<file path="src/rtl/maze_view_scanner_if.sv">
// Cell stream from the view scanner to the renderer/serialiser: valid/ready
// handshake carrying the cell word, its view coordinates and an end-of-frame mark.
interface maze_view_scanner_if #(
    parameter int SIZE   = 22,
    parameter int CELL_W = 2
);
    localparam int CW = $clog2(SIZE);

    logic              out_valid;
    logic              out_ready;
    logic [CELL_W-1:0] out_cell;
    logic [CW-1:0]     out_x;
    logic [CW-1:0]     out_y;
    logic              out_last;

    modport master (
        output out_valid,
        output out_cell,
        output out_x,
        output out_y,
        output out_last,
        input  out_ready
    );

    modport slave (
        input  out_valid,
        input  out_cell,
        input  out_x,
        input  out_y,
        input  out_last,
        output out_ready
    );
endinterface

</file>
<file path="src/rtl/maze_view_scanner.sv">
// Raster-scan sequencer: sweeps view (x,y), reads maze cells via the rotator index
// and streams them in view order. Optional abort input: MAZE_VIEW_SCANNER_ABORT_EN.
module maze_view_scanner #(
    parameter  int SIZE   = 22,
    parameter  int CELL_W = 2,
    localparam int CW     = $clog2(SIZE),
    localparam int IW     = $clog2(SIZE * SIZE)
) (
    input  logic              clk,
    input  logic              rst_n,
    input  logic              start,
    input  logic [1:0]        direction,
`ifdef MAZE_VIEW_SCANNER_ABORT_EN
    input  logic              abort,
`endif
    output logic [CW-1:0]     rot_x,
    output logic [CW-1:0]     rot_y,
    output logic [1:0]        rot_dir,
    input  logic [IW-1:0]     rot_index,
    output logic              mem_rd_en,
    output logic [IW-1:0]     mem_addr,
    input  logic [CELL_W-1:0] mem_rdata,
    maze_view_scanner_if.master out_if,
    output logic              busy,
    output logic              done
);

    typedef enum logic [1:0] {
        IDLE  = 2'd0,
        SCAN  = 2'd1,
        DRAIN = 2'd2
    } state_t;

    localparam logic [CW-1:0] MAX_C   = CW'(SIZE - 1);
    localparam int            ENTRY_W = CELL_W + 2 * CW + 1;

    state_t        state_q, state_d;
    logic [CW-1:0] x_q, x_d;
    logic [CW-1:0] y_q, y_d;
    logic [1:0]    dir_q, dir_d;
    logic          done_q, done_d;

    // Tag travelling with the outstanding read; mem_rdata has no sideband of its own.
    logic          infl_q, infl_d;
    logic [CW-1:0] infl_x_q, infl_x_d;
    logic [CW-1:0] infl_y_q, infl_y_d;
    logic          infl_last_q, infl_last_d;

    logic [1:0]    count_q, count_d;
    logic          wr_ptr_q, wr_ptr_d;
    logic          rd_ptr_q, rd_ptr_d;

    logic                    abort_w;
    logic                    push;
    logic                    pop;
    logic                    issue;
    logic                    last_issue;
    logic [1:0]              occ;
    logic [1:0][ENTRY_W-1:0] entry_w;
    logic [ENTRY_W-1:0]      head;
    logic                    head_last;

`ifdef MAZE_VIEW_SCANNER_ABORT_EN
    assign abort_w = abort && (state_q != IDLE);
`else
    assign abort_w = 1'b0;
`endif

    assign head      = entry_w[rd_ptr_q];
    assign head_last = head[ENTRY_W-1];
    assign push      = infl_q;
    assign pop       = (count_q != 2'd0) && out_if.out_ready;
    assign last_issue = (x_q == MAX_C) && (y_q == MAX_C);

    // Occupancy after this cycle's pop, so a streaming consumer sustains one cell per clock.
    assign occ   = count_q + {1'b0, infl_q} - {1'b0, pop};
    assign issue = (state_q == SCAN) && !abort_w && (occ < 2'd2);

    always_comb begin
        state_d     = state_q;
        x_d         = x_q;
        y_d         = y_q;
        dir_d       = dir_q;
        done_d      = 1'b0;
        infl_d      = issue;
        infl_x_d    = issue ? x_q : infl_x_q;
        infl_y_d    = issue ? y_q : infl_y_q;
        infl_last_d = issue ? last_issue : infl_last_q;
        count_d     = count_q + {1'b0, push} - {1'b0, pop};
        wr_ptr_d    = push ? ~wr_ptr_q : wr_ptr_q;
        rd_ptr_d    = pop  ? ~rd_ptr_q : rd_ptr_q;

        unique case (state_q)
            IDLE: begin
                if (start) begin
                    state_d = SCAN;
                    x_d     = '0;
                    y_d     = '0;
                    dir_d   = direction;
                end
            end
            SCAN: begin
                if (issue) begin
                    if (last_issue) begin
                        state_d = DRAIN;
                    end else if (x_q == MAX_C) begin
                        x_d = '0;
                        y_d = y_q + 1'b1;
                    end else begin
                        x_d = x_q + 1'b1;
                    end
                end
            end
            DRAIN: begin
                if (pop && head_last) begin
                    state_d = IDLE;
                    done_d  = 1'b1;
                end
            end
            default: state_d = IDLE;
        endcase

        if (abort_w) begin
            state_d  = IDLE;
            done_d   = 1'b0;
            infl_d   = 1'b0;
            count_d  = 2'd0;
            wr_ptr_d = 1'b0;
            rd_ptr_d = 1'b0;
        end
    end

    always_ff @(posedge clk or negedge rst_n) begin
        if (!rst_n) begin
            state_q     <= IDLE;
            x_q         <= '0;
            y_q         <= '0;
            dir_q       <= '0;
            done_q      <= 1'b0;
            infl_q      <= 1'b0;
            infl_x_q    <= '0;
            infl_y_q    <= '0;
            infl_last_q <= 1'b0;
            count_q     <= 2'd0;
            wr_ptr_q    <= 1'b0;
            rd_ptr_q    <= 1'b0;
        end else begin
            state_q     <= state_d;
            x_q         <= x_d;
            y_q         <= y_d;
            dir_q       <= dir_d;
            done_q      <= done_d;
            infl_q      <= infl_d;
            infl_x_q    <= infl_x_d;
            infl_y_q    <= infl_y_d;
            infl_last_q <= infl_last_d;
            count_q     <= count_d;
            wr_ptr_q    <= wr_ptr_d;
            rd_ptr_q    <= rd_ptr_d;
        end
    end

    // Two-entry FIFO; each slot is {last, y, x, cell}.
    generate
        for (genvar gi = 0; gi < 2; gi++) begin : g_fifo
            logic [ENTRY_W-1:0] entry_q;
            always_ff @(posedge clk or negedge rst_n) begin
                if (!rst_n) begin
                    entry_q <= '0;
                end else if (push && (wr_ptr_q == 1'(gi))) begin
                    entry_q <= {infl_last_q, infl_y_q, infl_x_q, mem_rdata};
                end
            end
            assign entry_w[gi] = entry_q;
        end
    endgenerate

    assign rot_x     = x_q;
    assign rot_y     = y_q;
    assign rot_dir   = dir_q;
    assign mem_rd_en = issue;
    assign mem_addr  = issue ? rot_index : '0;

    assign out_if.out_valid = (count_q != 2'd0);
    assign out_if.out_cell  = head[CELL_W-1:0];
    assign out_if.out_x     = head[CELL_W +: CW];
    assign out_if.out_y     = head[CELL_W+CW +: CW];
    assign out_if.out_last  = (count_q != 2'd0) && head_last;

    assign busy = (state_q != IDLE);
    assign done = done_q;

endmodule
</file>
<file path="src/flat_wrapper.sv">
// flat-port wrapper written by rule: the top's interface ports become plain ports
module maze_view_scanner_flat 
#(
    parameter  int SIZE   = 22,
    parameter  int CELL_W = 2,
    localparam int CW     = $clog2(SIZE),
    localparam int IW     = $clog2(SIZE * SIZE)
)
  (clk, rst_n, start, direction, rot_x, rot_y, rot_dir, rot_index, mem_rd_en, mem_addr, mem_rdata, busy, done, out_if_out_valid, out_if_out_cell, out_if_out_x, out_if_out_y, out_if_out_last, out_if_out_ready);
  maze_view_scanner_if #(.SIZE(SIZE), .CELL_W(CELL_W)) out_if_i ();
  input  logic clk;
  input  logic rst_n;
  input  logic start;
  input  logic [1:0] direction;
  output logic [CW-1:0] rot_x;
  output logic [CW-1:0] rot_y;
  output logic [1:0] rot_dir;
  input  logic [IW-1:0] rot_index;
  output logic mem_rd_en;
  output logic [IW-1:0] mem_addr;
  input  logic [CELL_W-1:0] mem_rdata;
  output logic busy;
  output logic done;
  output wire logic [$bits(out_if_i.out_valid)-1:0] out_if_out_valid;
  output wire logic [$bits(out_if_i.out_cell)-1:0] out_if_out_cell;
  output wire logic [$bits(out_if_i.out_x)-1:0] out_if_out_x;
  output wire logic [$bits(out_if_i.out_y)-1:0] out_if_out_y;
  output wire logic [$bits(out_if_i.out_last)-1:0] out_if_out_last;
  input wire logic [$bits(out_if_i.out_ready)-1:0] out_if_out_ready;
  assign out_if_out_valid = out_if_i.out_valid;
  assign out_if_out_cell = out_if_i.out_cell;
  assign out_if_out_x = out_if_i.out_x;
  assign out_if_out_y = out_if_i.out_y;
  assign out_if_out_last = out_if_i.out_last;
  assign out_if_i.out_ready = out_if_out_ready;
  maze_view_scanner #(.SIZE(SIZE), .CELL_W(CELL_W)) u_core (.clk(clk), .rst_n(rst_n), .start(start), .direction(direction), .rot_x(rot_x), .rot_y(rot_y), .rot_dir(rot_dir), .rot_index(rot_index), .mem_rd_en(mem_rd_en), .mem_addr(mem_addr), .mem_rdata(mem_rdata), .out_if(out_if_i), .busy(busy), .done(done));
endmodule
</file>
<file path="config.mk">
export PLATFORM = sky130hd
export DESIGN_NAME = maze_view_scanner_flat
export DESIGN_NICKNAME = d
export VERILOG_FILES = /design/src/rtl/maze_view_scanner_if.sv /design/src/rtl/maze_view_scanner.sv /design/src/flat_wrapper.sv
export SDC_FILE = /design/constraint.sdc
export NUM_CORES = 1
export LEC_CHECK = 0
export ABC_AREA = 1
export CORE_UTILIZATION = 38
export DETAILED_ROUTE_END_ITERATION = 16
export SYNTH_ARGS = -nofsm -noshare
export SYNTH_HDL_FRONTEND = slang
export SYNTH_SLANG_ARGS = --single-unit
</file>
<file path="constraint.sdc">
create_clock -name clk -period 2.5 [get_ports clk]
set_input_delay 0.5 -clock clk [delete_from_list [all_inputs] [get_ports clk]]
set_output_delay 0.5 -clock clk [all_outputs]
set_load 0.05 [all_outputs]
</file>
==> impl_metrics.toml <==
[placement]
pre_cts_ws_ps = -378
place.detailed.hpwl_mm = 4.19
place.gp.congestion = 0.746
postPlaceCellArea_um2 = 3630
io_buffers = 54

[routing]
drt_wl_total_mm = 6.08
wire_per_inst_um = 12.1
drtAntennaViolNets = 0
drt-initial-drc-count = 65
via_count = 2318
drt-vias-per-instance = 4.61
drc = 0
dr.pass1.iters = 4

[worst_setup_path]
worstSetupPathType = "in2out"
crit_path_end_kind = "output port"
r2r_cells = 15
reg2reg_slack_ps = 480
cp.arrival_ps = 2050
crit_start = "out_if_out_ready"
path_max_fanout = 5
endpoint = "mem_addr[2]"
regToRegEndpoint = "u_core.infl_x_q[0]"
worst-endpoint-required_ps = 2000
critPathLaunchType = "input pin"
r2r-start = "u_core.count_q[1]"

[status]
violations = "negative setup slack"
outcome = "complete, but fails checks"

[timing]
slew_violations = 0
rsz0062_at_grt = "true"
fin_skew_ps = 8.22
fmax_mhz = 392
finalHoldViolations = 0
min_period_ps = 2550
fin_ws_ps = -53.3
timing.final.crit_share_pct = 102
setup_violations = 10
worst_slew_pin_slew_ps = 825
slew_headroom_pct = 45.0
holdWs_ps = 167

[hold_path]
hp-class = "in2async"

[global_route]
grt_first_pass_wirelength_mm = 10.6
grt-ovfl-total = 0
grt_pass1_vias = 2141
grt_util_all_layers_pct = 18.0
antenna_found_initial = 0
grt_max_degree = 29

[synth]
synthArstFlopShare_pct = 100
synth_top_area_share_pct = 50.2
postSynthCellCount = 328
synth_top_area_cell = "dfrtp_1"
synth_area_leaders = "dfrtp_1 50%, nand2_1 14%, inv_1 4.8%"
synth.most_common_cell = "nand2_1"
synth_warnings = 0
ys_seq_area_share_pct = 50.2
syn_nets = 350
ys_types = 31
ys.flop_type = "dfrtp_1"
ys_ff_latch = 57
synth_area_um2 = 2840
synth_common_cells = "103 x nand2_1, 57 x dfrtp_1, 36 x inv_1, 24 x o21ai_0, 16 x nor2_1"
synth-edff-count = 0
synth.avg_cell_area_um2 = 8.66

[floorplan]
dieHeight_um = 88.4
start_util_pct = 39.1
std_cell_rows = 31
die_area_um2 = 7820
fp.dieW_um = 88.4
ios = 55
core_area_um2 = 7250

[power_and_ir_drop]
share_comb_of_total_power_pct = 58.0
p_leak_nw = 1.89
switchingPower_w = 0.00265
clock_power_share_pct = 16.7
pwr-share-seq_pct = 25.3
p_int_w = 0.00291
sw_frac_of_total_pct = 47.6
vdd_drop_max_mv = 0.972
power.density_nw_per_um2 = 1410

[cells_and_area]
stdcell_area_um2 = 3950
post_route_cells_drive_above_1_share_pct = 27.7
syn2layout_area_growth_pct = 39.1
fin_nets = 421
n_antenna_cell = 0
post-route-util_pct = 54.5

[clock_tree]
clock_latency_ps = 330
cts_buffers = 9
tritoncts = "yes"
cts_root_buffer = "clkbuf_8"
clock_sinks = 57
htreeDepth = 3
clockBufferDepth = 2
hold_buffers = 0
clk_pin_slew_ps = 70

[flow_run]
cap_viol_max_count = 0
## sequential cells by signal (all words and copies together), names as in the netlist
signal and count:
u_core.infl_last_q 1, u_core.rd_ptr_q 1, u_core.infl_y_q 5, u_core.infl_q 1, u_core.wr_ptr_q 1, u_core.g_fifo.entry_q 26, u_core.state_q 2, u_core.infl_x_q 5
u_core.rot_x 5, u_core.count_q 2, u_core.rot_y 5, u_core.rot_dir 2, u_core.done 1
## cell families (layout without fill, tap and decap cells)
group / count (synthesis) / in the layout / synth area share, %
AO/OA/AOI/OAI: 45 / 45 / 9.12
XOR/XNOR: 3 / 3 / 0.926
adder cells (fa/ha/maj): 5 / 5 / 2.20
buffers and inverters: 52 / 128 / 7.98
flip-flops: 57 / 57 / 50.2
multiplexers: 2 / 2 / 0.793
AND/OR/NAND/NOR: 164 / 164 / 28.7
## per-layer routing
| metal | wire [um] | part of all wire (%) | vias to the layer above | track usage [%] |
|---|---|---|---|---|
| met3 | 313 | 5.1 | 6 | 6.44 |
| met4 | 36 | 0.59 | 0 | 4.40 |
| met1 | 2840 | 47 | 1074 | 24.0 |
| li1 | - | - | 1170 | - |
| met5 | 0 | 0 | - | 0 |
| met2 | 2890 | 48 | 68 | 28.0 |
## stage by stage
stage / TNS (ps) / total power, W / std cells
after floorplan: -593 / 0.00343 / 328
after global placement: -3270 / 0.00441 / 483
after detailed placement: -3800 / 0.00445 / 483
after CTS: -1040 / 0.00558 / 502
after global routing: -1760 / 0.00595 / 503
final: -492 / 0.00557 / 503
## power by group through the flow
stage / Combinational, W / Clock [W] / Sequential [W]
final: 0.00323 / 0.000931 / 0.00141
after global routing: 0.00351 / 0.00100 / 0.00144
after CTS: 0.00323 / 0.000951 / 0.00140
after detailed placement: 0.00303 / 0 / 0.00141
after global placement: 0.00301 / 0 / 0.00140
after floorplan: 0.00190 / 0 / 0.00153
## layout make-up
type | instances | area (um^2)
Clock buffer | 11 | 131
Clock inverter | 5 | 78.8
Fill cell | 676 | 3300
Inverter | 42 | 173
Multi-Input combinational cell | 219 | 1280
Sequential cell | 57 | 1430
Tap cell | 99 | 124
Timing Repair Buffer | 69 | 727
Timing Repair inverter | 1 | 8.76
## placed cells by master (no fill, tap or decap), types with 3 or more instances in the layout
cell type | synthesis | final
nand3_1 | 9 | 9
dfrtp_1 | 57 | 56
o21ai_0 | 24 | 23
nand2_2 | 8 | 10
ha_1 | 5 | 4
inv_1 | 36 | 33
clkdlybuf4s50_1 | 0 | 29
buf_12 | 0 | 11
xor2_1 | 3 | 3
o21ai_1 | 11 | 11
nor2_1 | 16 | 7
inv_2 | 4 | 6
nor2_4 | 1 | 11
nand2_1 | 103 | 101
nand2_4 | 5 | 5
clkbuf_8 | 0 | 9
nand4_1 | 8 | 8
o21ai_2 | 9 | 10
buf_4 | 0 | 27
## critical path, cell delays in order
cell           delay, ps
dlygate4sd2_1        250
buf_4                140
nand3_2               80
nand2_2               70
ha_4                 160
inv_2                 40
nand2_1               50
nand2_2               80
inv_2                 40
nand2_2               70
nand2_4               70
nor2_8               170
inv_8                 80
nor2_4               100
buf_12               140
## worst min-delay path by stage
stage	start	depth (start not counted)	to	slack (ps)
2_1_floorplan	rst_n	0	u_core.count_q[0]	200
4_1_cts	rst_n	1	u_core.g_fifo[0].entry_q[4]	170
3_3_place_gp	u_core.g_fifo[0].entry_q[8]	2	u_core.g_fifo[0].entry_q[8]	460
6_report	rst_n	1	u_core.g_fifo[0].entry_q[4]	170
3_5_place_dp	u_core.g_fifo[1].entry_q[3]	2	u_core.g_fifo[1].entry_q[3]	470
5_1_grt	rst_n	1	u_core.g_fifo[0].entry_q[4]	200
## timing repair
action / 4_1_cts / 5_1_grt
buffers inserted: 2 / 1
resized for setup: 17 / 8
pin swaps: 10 / 10
endpoints found under the setup margin: 10 / 10
cloned: 1 / 0
(Power assumes the default switching activity.)
